**src/rtl/branch_predictor_table.sv**
```systemverilog
// branch_predictor_table: table of saturating direction counters,
// indexed by PC optionally XOR-folded with global history (gshare).
module branch_predictor_table #(
   parameter int IDX_W  = 6,
   parameter int CTR_W  = 2,
   parameter int HIST_W = 4,
   parameter int PC_W   = 32
) (
   input  logic             clk,
   input  logic             reset,
   output logic             ready,
   input  logic             req_valid,
   input  logic [PC_W-1:0]  req_pc,
   output logic             pred_valid,
   output logic             pred_taken,
   output logic [IDX_W-1:0] pred_idx,
   input  logic             upd_valid,
   input  logic [IDX_W-1:0] upd_idx,
   input  logic             upd_taken
);

   localparam int N = 1 << IDX_W;

   typedef enum logic {
      S_INIT,
      S_RUN
   } state_t;

   state_t           state_q;
   logic [IDX_W-1:0] ptr_q;
   logic             ready_q;
   logic [CTR_W-1:0] tbl_q [N];

   logic             pv_q;
   logic             pt_q;
   logic [IDX_W-1:0] pidx_q;

   logic             req_acc;
   logic             upd_acc;
   logic [IDX_W-1:0] hist_ext;
   logic [IDX_W-1:0] req_idx;
   logic [CTR_W-1:0] ctr_cur;
   logic [CTR_W-1:0] ctr_d;
   logic             unused_pc;

   // Only the word-aligned index bits of the PC select an entry.
   assign unused_pc = ^{req_pc[PC_W-1:IDX_W+2], req_pc[1:0]};

   assign req_acc = req_valid & ready_q;
   assign upd_acc = upd_valid & ready_q;
   assign req_idx = req_pc[IDX_W+1:2] ^ hist_ext;

   assign ready      = ready_q;
   assign pred_valid = pv_q;
   assign pred_taken = pt_q;
   assign pred_idx   = pidx_q;

   generate
      if (HIST_W == 0) begin : g_nohist
         assign hist_ext = '0;
      end else begin : g_hist
         logic [HIST_W-1:0] hist_q;
         logic [HIST_W-1:0] hist_d;

         // Shift the resolved direction in at the LSB; the cast
         // keeps this valid for a one-bit history as well.
         assign hist_d   = HIST_W'({hist_q, upd_taken});
         assign hist_ext = IDX_W'(hist_q);

         // Non-speculative global history, advanced only by updates.
         always_ff @(posedge clk) begin
            if (reset) begin
               hist_q <= '0;
            end else if (upd_acc) begin
               hist_q <= hist_d;
            end
         end
      end
   endgenerate

   // Saturating next value for the counter being updated.
   always_comb begin
      ctr_cur = tbl_q[upd_idx];
      ctr_d   = ctr_cur;
      if (upd_taken && (ctr_cur != '1)) begin
         ctr_d = ctr_cur + CTR_W'(1);
      end else if (!upd_taken && (ctr_cur != '0)) begin
         ctr_d = ctr_cur - CTR_W'(1);
      end
   end

   // Init sequencer: one entry per cycle, then run until reset.
   always_ff @(posedge clk) begin
      if (reset) begin
         state_q <= S_INIT;
         ptr_q   <= '0;
         ready_q <= 1'b0;
      end else begin
         unique case (state_q)
            S_INIT: begin
               ptr_q <= ptr_q + IDX_W'(1);
               if (ptr_q == IDX_W'(N - 1)) begin
                  state_q <= S_RUN;
                  ready_q <= 1'b1;
               end
            end
            S_RUN: begin
               state_q <= S_RUN;
            end
            default: begin
               state_q <= S_INIT;
            end
         endcase
      end
   end

   // Counter storage: init writes strongly-taken, run applies updates.
   always_ff @(posedge clk) begin
      if (!reset) begin
         if (state_q == S_INIT) begin
            tbl_q[ptr_q] <= '1;
         end else if (upd_acc) begin
            tbl_q[upd_idx] <= ctr_d;
         end
      end
   end

   // Prediction register reads the pre-update counter and history.
   always_ff @(posedge clk) begin
      if (reset) begin
         pv_q   <= 1'b0;
         pt_q   <= 1'b0;
         pidx_q <= '0;
      end else begin
         pv_q <= req_acc;
         if (req_acc) begin
            pt_q   <= tbl_q[req_idx][CTR_W-1];
            pidx_q <= req_idx;
         end
      end
   end

endmodule

```
**config.mk**
```make
export PLATFORM = sky130hd
export DESIGN_NAME = branch_predictor_table
export DESIGN_NICKNAME = d
export VERILOG_FILES = /design/src/rtl/branch_predictor_table.sv
export SDC_FILE = /design/constraint.sdc
export NUM_CORES = 1
export LEC_CHECK = 0
export CORE_ASPECT_RATIO = 1.25
export CORE_UTILIZATION = 53
export DETAILED_ROUTE_END_ITERATION = 12
export PLACE_DENSITY = 0.82
export SLEW_MARGIN = 10
export SYNTH_ARGS = -nofsm -noshare
export SYNTH_HDL_FRONTEND = slang
export SYNTH_SLANG_ARGS = --single-unit
```
**constraint.sdc**
```tcl
create_clock -name clk -period 4.2 [get_ports clk]
set_input_delay 0.42 -clock clk [delete_from_list [all_inputs] [get_ports clk]]
set_output_delay 0.42 -clock clk [all_outputs]
set_load 0.005 [all_outputs]
```
Word level (Yosys, flattened, before mapping)

Memory sizes are Yosys's and may differ from the RTL's. A register that Yosys moved wholly into a read port is not among the register bits.
Cells that the tools add are included.

Shift-type cells: 0
$mul: 0
Reductions and logical operators: 6
Magnitude comparators: 0
Bitwise operators: 4
$add $sub $neg: 3
Divide/modulo/power cells: 0
Equal/unequal tests: 2
Mux-type cells: 14

Operator list:

| operator                                         | number |
|---|---|
| 2-to-1 mux 1 bit                                 | 9 |
| adder 6 x 1 -> 6 bit, second input constant      | 1 |
| equality test 6 bit, second input constant       | 1 |
| 2-to-1 mux 2 bit                                 | 3 |
| 2-to-1 mux 6 bit                                 | 1 |
| bitwise XOR 6 x 4 -> 6 bit                       | 1 |
| adder 2 x 1 -> 2 bit, second input constant      | 1 |
| bitwise AND 1 bit                                | 2 |
| logical AND 1 bit                                | 2 |
| inequality test 2 bit, second input constant     | 1 |
| case mux 1 bit (2 select lines)                  | 1 |
| AND reduction 2 bit                              | 1 |
| nonzero test 2 bit                               | 1 |
| OR reduction 2 bit                               | 1 |
| subtractor 2 x 1 -> 2 bit, second input constant | 1 |
| logical NOT 1 bit                                | 1 |
| inverter 1 bit                                   | 1 |

Output and inout bits: 9
Latch bits: 0
Memories kept: 1
Bits in writable memories: 128
ROM bits: 0
Register bits: 19

Memory list:

| memory | depth | width | rd ports | clocked after Yosys merged registers in | write ports | line | source |
|---|---|---|---|---|---|---|---|
| tbl_q  | 64    | 2     | 2        | 1                                       | 1           | 32   | `logic [CTR_W-1:0] tbl_q [N];` |

Longest topological paths before layout

Gate-level depths: netlist (run 1).

Word-level depth: 7
Mapped depth: 13
Depth with buffers taken out: 10

Least setup slack after synthesis (run 1)

Ideal clock, no wire load.

Path type: in2reg
From: in upd_idx[2]
To: mem tbl_q[0][1] (data pin)
Slack: -0.179 ns
Arrival: 3.861 ns
Buffers on the path: 2
Stages: 10
Path through: clkbuf_1 -> buf_2 -> mux4_2 -> mux4_2 -> nor2_1 -> a21oi_1 -> a21oi_2 -> ha_1 -> mux2i_1 -> o21ai_1

Longest elaborated chain between the ends: 6

RTL lines:

| what                                                              | line | source |
|---|---|---|
| start: declaration                                                | 18   | `input logic [IDX_W-1:0] upd_idx,` |
| memory (64 x 2 bit) *                                             | --   |  |
| branches (longest 3 deep; another with subtractor 2 x 1 -> 2 bit) | --   |  |
| 2-to-1 mux 2 bit *                                                | 85   | `if (upd_taken && (ctr_cur != '1)) begin` |
| 2-to-1 mux 2 bit (no line) *                                      | --   |  |
| end: declaration                                                  | 32   |  |

Every way passes the cells marked *.

Worst setup path after layout (run 1)

From: in upd_idx[2]
To: mem tbl_q[48][0] (data pin)

Same word-level chain as after synthesis.

==> results of run 1 <==
## layer usage
layer	up-vias	GRT usage, %
li1	1949	-
met1	2219	31.02
met3	47	6.394
met2	262	44.20
met4	0	12.77
met5	-	0
## worst min-delay path, stage by stage (launching register included)
cell and delay, ns:
sky130_fd_sc_hd__dfxtp_1 0.30, sky130_fd_sc_hd__nand2_1 0.05, sky130_fd_sc_hd__a21oi_1 0.05
## cell usage in the layout (no fill, tap or decap), types with 4 or more instances in the layout
| cell type | n |
|---|---|
| sky130_fd_sc_hd__a21oi_1 | 15 |
| sky130_fd_sc_hd__a22oi_1 | 5 |
| sky130_fd_sc_hd__a311oi_1 | 5 |
| sky130_fd_sc_hd__a31oi_1 | 9 |
| sky130_fd_sc_hd__buf_4 | 11 |
| sky130_fd_sc_hd__clkbuf_16 | 17 |
| sky130_fd_sc_hd__clkdlybuf4s50_1 | 24 |
| sky130_fd_sc_hd__clkinv_4 | 4 |
| sky130_fd_sc_hd__dfxtp_1 | 20 |
| sky130_fd_sc_hd__edfxtp_1 | 128 |
| sky130_fd_sc_hd__inv_1 | 6 |
| sky130_fd_sc_hd__inv_6 | 4 |
| sky130_fd_sc_hd__mux2i_1 | 8 |
| sky130_fd_sc_hd__mux4_2 | 46 |
| sky130_fd_sc_hd__nand2_1 | 34 |
| sky130_fd_sc_hd__nand2b_1 | 5 |
| sky130_fd_sc_hd__nand3_1 | 16 |
| sky130_fd_sc_hd__nand4_1 | 4 |
| sky130_fd_sc_hd__nor2_1 | 92 |
| sky130_fd_sc_hd__nor2b_1 | 5 |
| sky130_fd_sc_hd__nor3_1 | 8 |
| sky130_fd_sc_hd__o21ai_0 | 4 |
| sky130_fd_sc_hd__or3_1 | 4 |
| sky130_fd_sc_hd__xnor2_1 | 4 |
| sky130_fd_sc_hd__xor2_1 | 6 |
## power groups by stage
stage                     registers [mW]  logic, mW  clock network [mW]
after floorplan                     1.61      0.110                   0
after global placement              1.61      0.160                   0
after detailed placement            1.62      0.164                   0
after CTS                           1.58      0.166                1.55
after global routing                1.58      0.178                1.61
final                               1.58      0.167                1.54
## final timing paths
path / from / end / slack (ns) / cells past startpoint
worst max-delay path: upd_idx[2] / tbl_q[48][0] / 0.69 / 13
worst max register to register: tbl_q[42][1] / tbl_q[48][0] / 0.82 / 11
worst min register to register: pred_idx[5] / pred_idx[5] / 0.45 / 2
worst min-delay path: pred_idx[5] / pred_idx[5] / 0.45 / 2
## cells by family (layout without fill, tap and decap cells)
family | after synthesis | count (layout) | synth area share, %
simple gates | 184 | 184 | 11.98
flops | 148 | 148 | 61.38
mux | 58 | 58 | 17.44
compound gates | 51 | 51 | 4.868
buf+inv | 31 | 77 | 2.280
xor+xnor | 11 | 11 | 1.502
fa+ha+maj | 3 | 3 | 0.5429
## through the flow
stage | area [sq um] | total power [mW] | setup WS, ns
global placement | 7388 | 1.775 | 0.3338
detailed placement | 7388 | 1.779 | 0.2792
floorplan | 6918 | 1.723 | 0.4651
global route | 7991 | 3.377 | 0.4540
finish | 7991 | 3.293 | 0.6912
CTS | 7991 | 3.302 | 0.7004
## registers in the layout, indices dropped and copies added (netlist names)
signal / cells
g_hist.hist_q: 4
pred_idx: 6
pred_taken: 1
pred_valid: 1
ptr_q: 6
ready: 1
state_q: 1
tbl_q: 128
## cell usage after synthesis (3+ instances only)
cell type / n
sky130_fd_sc_hd__edfxtp_1: 128
sky130_fd_sc_hd__nor2_1: 92
sky130_fd_sc_hd__mux4_2: 46
sky130_fd_sc_hd__nand2_1: 34
sky130_fd_sc_hd__dfxtp_1: 20
sky130_fd_sc_hd__nand3_1: 16
sky130_fd_sc_hd__a21oi_1: 15
sky130_fd_sc_hd__clkbuf_1: 13
sky130_fd_sc_hd__a31oi_1: 9
sky130_fd_sc_hd__mux2i_1: 8
sky130_fd_sc_hd__nor3_1: 8
sky130_fd_sc_hd__inv_1: 6
sky130_fd_sc_hd__xor2_1: 6
sky130_fd_sc_hd__a22oi_1: 5
sky130_fd_sc_hd__a311oi_1: 5
sky130_fd_sc_hd__nand2b_1: 5
sky130_fd_sc_hd__nor2b_1: 5
sky130_fd_sc_hd__buf_2: 4
sky130_fd_sc_hd__nand4_1: 4
sky130_fd_sc_hd__o21ai_0: 4
sky130_fd_sc_hd__or3_1: 4
sky130_fd_sc_hd__xnor2_1: 4
sky130_fd_sc_hd__and2_1: 3
sky130_fd_sc_hd__buf_1: 3
sky130_fd_sc_hd__ha_1: 3
sky130_fd_sc_hd__mux4_1: 3
## layout make-up
class                           instances  share of cell area (%)
Sequential cell                       148                   53.11
Multi-Input combinational cell        307                   31.58
Clock buffer                           18                   5.370
Timing Repair Buffer                   39                   4.854
Tap cell                              168                   2.630
Clock inverter                         14                   2.176
Inverter                                6                  0.2818
==> out/results.txt, run 1 <==
The critical path class is input port to flop. The first detailed-routing pass took 5 iterations. The achievable frequency came out at 285.0 MHz. For the number of antenna violations at the first check in global routing, the log shows 0. For the number of filler cells placed in the layout, the log shows 866. The tools report the type of element capturing the critical path as a flop. Setup violations remaining at the end of the flow were counted as 0. The number of pins exceeding their max-slew limit in the final report is 0, and the placeable core region is 12720 sq um. Counting flops with an async set or reset pin after synthesis yields a share of 0%.

The buffers plus inverters on the worst setup path was 4. The multi-input combinational cells in the finished layout cover a total of 2524 sq um. Of all nets on the critical path, the largest fanout is 40.

Clock tree synthesis found a total of 148 sinks. The length of routed wiring on met1 was 6.042 mm. The global-route wire length before repair was 25.47 mm; the weighted congestion at the end of routability-driven global placement was 0.9261. The final critical path takes up 83.54% of the cycle. The routed layout has 4477 vias.

Each instance of the synthesized netlist takes up on average 14.23 sq um. The worst hold margin is 0.4516 ns, and the setup TNS after final layout is 0 ns. The proportion of synthesized chip area in sequential cells is 61.38%.

After clock tree synthesis, the clock-pin slew on the worst setup and hold paths is 0.06 ns. The die area came out at 13510 sq um. The initial utilization of the core area, before any placement, comes to 54.36%. The run gives 532 as the net count of the mapped netlist. The root buffer cell chosen for the clock tree is sky130_fd_sc_hd__clkbuf_16. During synthesis, Yosys emitted a total of 0 warnings.

The number of global-route vias before repair was 4487. The biggest area contributor in the post-synthesis netlist is sky130_fd_sc_hd__edfxtp_1. The number of hold violations in the final report was 0. The net switching fraction of the power was 21.41%.

The power density over the cells works out to 412.1 nW/um^2. The min-delay analysis places its worst path in the category flop to flop. After detailed routing, the total wire length is 16.25 mm.

Routed length per instance: 23.21 um. After the first detailed-routing iteration, the DRC count stood at 498. The flip-flop and latch count after synthesis works out to 148. Counting distinct cell types in the post-synthesis netlist gives 51. The internal power of the cells totals 2.588 mW. After the last flow step, the layout net total stands at 565. Detailed routing placed a total of 1.154 mm of wire on met3. The main flop type after synthesis is sky130_fd_sc_hd__edfxtp_1. Data on the critical path arrives at its endpoint at 3.63 ns.

Yosys mapped a number of flops with a built-in enable equal to 128. The number of buffers inserted for hold repair after clock tree synthesis is 0, and the max-capacitance violation count is 0. The run gives 0 as the leftover overflow at the end of global routing.

The clock arrives with 0.009497 ns of skew. The total number of H-tree levels was 4. The tools report the row count as 46. The number of setup buffers added after CTS is 0. At the later pin of the worst-skew pair, clock insertion delay measures 0.43 ns.

Once layout is complete, the cells apart from fillers number 700. The clock network fraction of design power is 46.8%, and the global-route total usage across every layer is 25.85%. The proportion of power drawn by combinational gates was 5.1%; the relative area change from synthesis to final layout was 15.58%. The flow ran to the end, and the final reports show no timing, DRC or antenna violations.

The switching power was 705.2 uW; the number of cells upsized or downsized after cts was 0. 52 I/O pins were placed. At the pin with the least slew margin, the transition time is 0.8868 ns.

Buffers inserted during clock tree synthesis total 17. The mapped netlist covers 6914 sq um. The vertical die dimension is 129.7 um, and the data required time at the worst endpoint is 4.32 ns. The gate count of the mapped netlist was 486; the die boundary width was 104.2 um. The half-perimeter wire length after placement came out at 10.62 mm.

Across the VDD grid, the largest voltage drop is 0.2923 mV. Counting I/O delays and the setup requirement, the final critical path takes 3.509 ns. Summing all flip-flop and latch instances after layout gives 4244 sq um. Routed signal wires occupy layers up through met4. The pin count of the biggest net entering global routing was 57; the largest incremental delay on the critical path was 0.50 ns. Measured on the finished design, the core utilization comes to 62.83%.

The slowest library cell on the worst path was sky130_fd_sc_hd__clkdlybuf4s50_1. Of the post-synthesis cell area, the dominant cell type holds 55.59%. The critical path goes through clkdlybuf4s50_1, buf_12, mux4_1, mux4_2, nor2_1, a21oi_1, a21oi_2, inv_1, ha_1, mux2i_1, xor2_1, nand2_1, buf_4. For the number of placed instances with taps included, the log shows 668. Grouping stages by cell kind, the critical path spends the most delay in multiplexers.

0 antenna diodes ended up in the layout. The run gives 48.1% as the sequential cell fraction of total power. Input and output buffers added on the ports amount to 25. The ratio of cells with drive above 1 in the final layout came out at 18.61%.

Total leakage power: 2.830 nW. The maximum number of buffers from clock root to sink was 2. TritonCTS built the clock tree. By area the synthesized netlist is led by sky130_fd_sc_hd__edfxtp_1 (56%), sky130_fd_sc_hd__mux4_2 (15%), sky130_fd_sc_hd__dfxtp_1 (5.8%).

The remaining antenna violation count came out at 0. Headroom to the max-slew limit came out at 40.61%. Via-per-instance ratio: 6.396. For this run, design rule violations remaining after detail routing come to 0. The worst setup path is launched from an input port. Setup repair after global routing left no endpoint under its margin. The run gives 8.391 mm as the met2 layer wire length in the routed design.
No activity file was read; power rests on OpenSTA's default activity.
==> run 2, diff against run 1 <==
==> constraint.sdc (replaced) <==
create_clock -name clk -period 2.9 [get_ports clk]
set_input_delay 0.29 -clock clk [delete_from_list [all_inputs] [get_ports clk]]
set_output_delay 0.29 -clock clk [all_outputs]
set_load 0.005 [all_outputs]
==> out/results.txt, run 2 (synthesis results as in run 1) <==
The final reports fail on setup timing. The arrival time at the worst endpoint is 3.51 ns, and the number of buffers created by CTS is 17. Dividing the detail-routed via count by the number of cells gives 6.646. Pin placement for this block handled 52 I/O pins. In the final routed layout, each cell accounts on average for 25.36 um. Entering global routing, the biggest net connects 34 pins. Once detail routing completed, the nets flagged for antenna violations numbered 0.

Total number of vias: 4958. The floorplan has 46 rows. In the routed design, unresolved DRC markers number 0. The tools report the die area as 13510 sq um.

Leaving out fill and tap cells, the most frequent cell in the layout is sky130_fd_sc_hd__edfxtp_1. At the worst endpoint, the required time is 3.07 ns. Relative to the synthesized area, the layout overhead comes to 24.00%. The summed area of non-filler cells in the final layout was 8573 sq um. The total number of clock tree sinks was 148. The run gives 0 as the number of pins exceeding their max-slew limit in the final report. In this run the worst path has a maximum fanout of 26.

The final critical-path share of the clock period is 115.0%, and the global routing met1 resource utilization is 32.08%. The fraction of met2 tracks used by global routing was 49.84%; the final-stage net count was 611. The number of global-route vias before repair was 4904.

The startpoint identified for the worst hold timing path is pred_idx[5]. At the pin with the least slew margin, the transition time is 0.9530 ns. The run gives 7754 sq um as the post-place instance area.

0 antenna diodes ended up in the layout. The run gives 535 as the detailed router's first-iteration violation count. TritonCTS built the clock tree. The leftover overflow at the end of global routing came out at 0. Across the whole layout, storage elements account for 4244 sq um. The later pin in the worst-skew pair is clocked with a latency of 0.43 ns.

The number of hold violations in the final report was 0; the total leakage power was 3.127 nW. Counting the fill cells in the layout gives 794. The H-tree generated during clock tree synthesis spans 4 levels. The first global-routing pass estimated 28.12 mm of wire. The worst pin sits at a relative slew slack of 36.17%. The HPWL after detailed placement is 11.92 mm. For this run, the detailed router's first-pass iteration total came to 7. Once the floorplan was initialized, standard cells occupied 54.36% of the core.

The count of buffers from port buffering was 25. The most critical setup path has its startpoint at tbl_q[44][1]. After routing, the total negative slack on setup checks comes to -53.11 ns.

Summing internal, switching and leakage power gives 4.814 mW. The congestion estimate from routability-driven global placement came to 0.9445. The tools report the maximum number of buffers from clock root to sink as 2. Setup violations remaining at the end of the flow were counted as 128. Global routing used 7.642% of the available met3 tracks.

The worst register-to-register path begins at tbl_q[44][1]. The flow ran to the end, but the final reports show violations. Total wire length: 18.92 mm. met2 is the most crowded layer. The register with the most flip-flops in the layout has 128 of them.

In the layout the commonest cells are sky130_fd_sc_hd__edfxtp_1 (128), sky130_fd_sc_hd__nor2_1 (90), sky130_fd_sc_hd__mux4_2 (47). The register with the most flip-flops in the final layout is tbl_q. The final setup slack of the worst path was -0.4356 ns; the pre-CTS setup slack was -0.5878 ns.

The ratio of cells with drive above 1 in the final layout is 27.16%, and the multi-input gate area in the final layout is 2596 sq um. The worst setup path is captured at a flop. The final core utilization is 67.40%, and the global-route total usage across every layer is 29.06%. The critical path class was flop to flop. The vertical die dimension was 129.7 um. In this run the power density over the cells is 561.6 nW/um^2.

Across the run, the number of max-cap violations was 0. The placeable core region is 12720 sq um. The tools report the number of antenna violations at the first check in global routing as 0.

The final clock skew came out at 0.01091 ns. Achievable frequency: 299.8 MHz. Setup repair after global routing could not meet its margin everywhere.

The die boundary width works out to 104.2 um. The min-delay analysis places its worst path in the category flop to flop. Clock root buffer: sky130_fd_sc_hd__clkbuf_16. Final period demand of the worst path: 3.336 ns. Clock-pin slew was measured on the worst setup and hold paths at 0.07 ns. The worst setup path is launched from a flop.

For the maximum vdd drop, the log shows 0.4814 mV.
==> run 2: area by class of cell <==
class                           instances  area share [%]
Clock buffer                           19           5.050
Clock inverter                         13           1.722
Inverter                                6          0.2627
Multi-Input combinational cell        307           30.28
Sequential cell                       148           49.50
Tap cell                              168           2.452
Timing Repair Buffer                   85           10.73
==> run 2: timing repair <==
item | in CTS | in global routing
gates resized for setup | 10 | 4
setup endpoints to repair | 128 | 128
gates cloned | 3 | 2
pin swaps | 3 | 2
setup buffers | 6 | 2
hold buffers | 0 | 0
==> run 2: worst paths after layout <==
kind,to,slack [ns],cells after the start
max,tbl_q[35][0],-0.44,12
min,pred_idx[5],0.47,2
max reg2reg,tbl_q[35][0],-0.44,12
min reg2reg,pred_idx[5],0.47,2
==> run 2: metal layers <==
metal	share of wire, %	routed length (um)
met1	34	6418
met2	50	9390
met3	9.5	1794
met4	6.9	1313
met5	0	0
==> run 2: critical path: stages, from the launching register on <==
cell	delay [ns]
sky130_fd_sc_hd__edfxtp_1	0.49
sky130_fd_sc_hd__mux4_2	0.50
sky130_fd_sc_hd__mux4_2	0.52
sky130_fd_sc_hd__nor2_2	0.15
sky130_fd_sc_hd__a21oi_2	0.07
sky130_fd_sc_hd__a21oi_2	0.20
sky130_fd_sc_hd__buf_4	0.14
sky130_fd_sc_hd__inv_2	0.04
sky130_fd_sc_hd__ha_4	0.16
sky130_fd_sc_hd__mux2i_4	0.20
sky130_fd_sc_hd__xor2_2	0.21
sky130_fd_sc_hd__nand2_4	0.17
sky130_fd_sc_hd__buf_12	0.20
==> run 2: power breakdown <==
part           total, mW  leakage (nW)  internal (mW)  switching, mW
logic              0.330          1.26          0.157          0.173
registers           2.29          1.59           2.29        0.00847
clock network       2.19         0.278           1.28          0.910
total               4.81          3.13           3.72           1.09
==> run 2: metrics by stage <==
stage | hold WS [ns] | cells
6_report | 0.4687 | 746
4_1_cts | 0.4663 | 742
2_1_floorplan | 0.4260 | 486
5_1_grt | 0.5077 | 746
3_3_place_gp | 0.4479 | 701
3_5_place_dp | 0.4572 | 701
==> run 3, diff against run 2 <==
--- a/config.mk
+++ b/config.mk
@@ -6,9 +6,10 @@
 export NUM_CORES = 1
 export LEC_CHECK = 0
 export CORE_ASPECT_RATIO = 1.25
-export CORE_UTILIZATION = 53
+export CORE_UTILIZATION = 55
+export CTS_BUF_LIST = sky130_fd_sc_hd__clkbuf_2 sky130_fd_sc_hd__clkbuf_4 sky130_fd_sc_hd__clkbuf_8
 export DETAILED_ROUTE_END_ITERATION = 12
-export PLACE_DENSITY = 0.82
+export PLACE_DENSITY = 0.85
 export SLEW_MARGIN = 10
 export SYNTH_ARGS = -nofsm -noshare
 export SYNTH_HDL_FRONTEND = slang
==> out/results.txt, run 3 (synthesis results as in run 1) <==
The critical path class was flop to flop. For this run, global-route usage on met1 was measured as 35.91%. The largest incremental delay on the critical path came out at 0.50 ns. The relative area change from synthesis to final layout was 20.41%.

The run gives 45 as the pin count of the biggest net entering global routing. In this run the number of H-tree levels came out at 4. The longest clock path from root to sink contains 2 buffers. Leaving out fill and tap cells, the most frequent cells in the layout are sky130_fd_sc_hd__edfxtp_1 (128), sky130_fd_sc_hd__nor2_1 (90), sky130_fd_sc_hd__mux4_2 (47). The worst reg2reg path startpoint is tbl_q[63][1]. Across the whole layout, storage elements account for 4244 sq um. In this run the remaining antenna-violating nets after routing total 0.

Hold repair after CTS inserted 0 buffers. The initial utilization of the core area, before any placement, comes to 56.59%. The global-route total usage across every layer came out at 30.01%. The tools report the endpoint of the lowest-slack register-to-register path as tbl_q[10][1]. The logs give 0.01362 ns for the final clock skew and 18.58 mm for the total wire length. The die covers 13030 sq um. The logs give 694 for the number of placed instances with taps included and 0.46 ns for the source-to-sink clock delay at the later pin of the worst-skew pair. Setup repair after global routing could not meet its margin everywhere. The register ranked first by flip-flop count is tbl_q.

The DRC violation count after routing is 0. The slowest stage of the critical path is the sky130_fd_sc_hd__mux4_2 cell. The count of buffers from port buffering was 25. The checks that failed: setup timing. The path with the worst hold slack has its endpoint at pred_idx[4]. For the achievable frequency, the log shows 315.8 MHz. The tools report the critical path startpoint category as a flop. The fraction of met2 tracks used by global routing came out at 48.95%. For the worst flop-to-flop path, the logic depth is 11.

The tree is rooted in a sky130_fd_sc_hd__clkbuf_8. The logs give 4.289 mW for the overall power of the completed layout and 17 for the number of buffers created by CTS. The multi-input combinational cells in the finished layout cover a total of 2600 sq um.

The tools report the number of top-level design ports as 52. In the global route stage, met3 resource usage came out at 7.549%. Walking the worst path, the cells encountered are mux4_2, mux4_2, nor2_2, a21oi_2, a21oi_2, ha_1, nand2_2, nor2_4, nor3_4, o21ai_4, clkbuf_16. The worst hold path begins at pred_idx[4]. Cells with a size suffix above 1 make up 26.40% of the layout.

Before CTS, the worst setup slack after placement is -0.5795 ns. The proportion of power drawn by combinational gates was 7.4%; the maximum vdd drop was 0.3457 mV. In the finished design, the share of the clock period the worst path needs comes to 109.2%. The class of the worst hold path is flop to flop. The die boundary width is 102.3 um, and the final period demand of the worst path is 3.167 ns.

Measured against its own limit, the worst slew margin works out to 37.64%. The run gives -0.2668 ns as the final setup slack of the worst path. For this design the total switching power over the nets is 1.005 mW.

Cell internal power was estimated by the tool at 3.284 mW. In this run the standard cell core region covers 12220 sq um. The tools report the setup TNS after final layout as -28.99 ns. The vertical die dimension was 127.4 um.

The layer flagged by global routing as most heavily used is met2. For this design, the sink count on the clock tree is 148. Setup violations remaining at the end of the flow were counted as 128. At the pin with the least slew margin, the transition time is 0.9310 ns. The worst register-to-register path has a setup slack of -0.27 ns. Of the total power, registers draw 53.4%. The number of pins exceeding their max-slew limit in the final report is 0, and the number of hold violations in the final report is 0. The via-per-instance ratio came out at 6.700.

For the number of optimization iterations in the first detailed-route pass, the log shows 7. TritonCTS built the clock tree. For the count of inserted antenna diode cells, the log shows 0. After the first detailed-routing iteration, the DRC count stood at 536.

In this run switching power makes up 23.43% of total power. The global-route wire length before repair is 27.51 mm. The run gives 803 as the number of filler cells placed in the layout. At the worst endpoint, the required time is 3.11 ns.

The run gives 605 as the final-stage net count. Of all nets on the critical path, the largest fanout is 8. In this run, the clock network consumes 39.2% of the power. The flow ran to the end, but the final reports show violations.

The logs give 0 for the number of antenna violations at the first check in global routing and 3.38 ns for the arrival time at the worst endpoint. The flip-flop count of the largest register after layout was 128; the cell count of the worst hold path was 2. For the number of global-route vias before repair, the log shows 4829.

Across the run, the number of max-cap violations was 0. The row count is 45, and the power density over the cells is 515.2 nW/um^2. STA classifies the critical path endpoint as a flop. The routed length per instance came out at 25.25 um. The run gives 1.002 as the weighted congestion at the end of routability-driven global placement. The leftover overflow at the end of global routing was 0.

The tools report the total number of vias as 4931. Summed over all nets, the half-perimeter wirelength after detailed placement is 12.17 mm. Clock-pin slew of the registers on the worst-case setup and hold paths: 0.09 ns. The run gives 736 as the final instance count without filler cells. The total leakage power is 3.004 nW.

Most common cell after layout, fill and taps aside: sky130_fd_sc_hd__edfxtp_1.
==> run 3: layout make-up <==
cell class                 instances  share of cell area (%)
multi-input combinational        307                   31.23
timing repair buffer              79                   10.10
tap                              164                   2.465
sequential                       148                   50.98
inverter                           6                  0.2705
clock buffer                      17                   2.810
clock inverter                    15                   2.149
==> run 3: power groups by stage <==
stage | clock [mW] | combinational, mW | sequential (mW)
3_5_place_dp | 0 | 0.288 | 2.34
4_1_cts | 1.69 | 0.296 | 2.29
2_1_floorplan | 0 | 0.167 | 2.34
5_1_grt | 1.76 | 0.329 | 2.29
6_report | 1.68 | 0.316 | 2.29
3_3_place_gp | 0 | 0.279 | 2.34
==> run 3: worst max-delay path by stage <==
stage,from,endpoint,cells past startpoint
6_report,tbl_q[63][1],tbl_q[10][1],11
5_1_grt,tbl_q[63][1],tbl_q[51][1],11
4_1_cts,tbl_q[63][1],tbl_q[26][0],11
3_5_place_dp,upd_idx[2],tbl_q[13][1],13
3_3_place_gp,upd_idx[2],tbl_q[15][1],13
2_1_floorplan,upd_idx[1],tbl_q[0][0],12
==> run 3: critical path, delay by kind of cell (launching register included) <==
family / cells / cell delay, ns
buf+inv: 1 / 0.21
flops: 1 / 0.44
fa+ha+maj: 1 / 0.29
compound gates: 3 / 0.44
simple gates: 4 / 0.52
mux: 2 / 1.00
==> run 3: repair_timing <==
action / 4_1_cts / 5_1_grt
pin swaps: 0 / 4
gates cloned: 0 / 4
setup buffers: 1 / 5
setup endpoints to repair: 128 / 128
gates resized for setup: 3 / 13
==> run 3: stage by stage <==
step	hold slack (ns)	util [%]	cell area [sq um]
floorplan	0.4260	-	6959
global placement	0.4413	63.34	7739
detailed placement	0.4470	63.34	7739
CTS	0.4587	66.96	8182
finish	0.4557	68.14	8325
global route	0.4935	68.14	8325
==> run 3: routing by layer <==
metal  wire, um  vias up
li1           -     2027
met3       1851      118
met5          0        -
met1       6360     2392
met2       9090      394
met4       1282        0
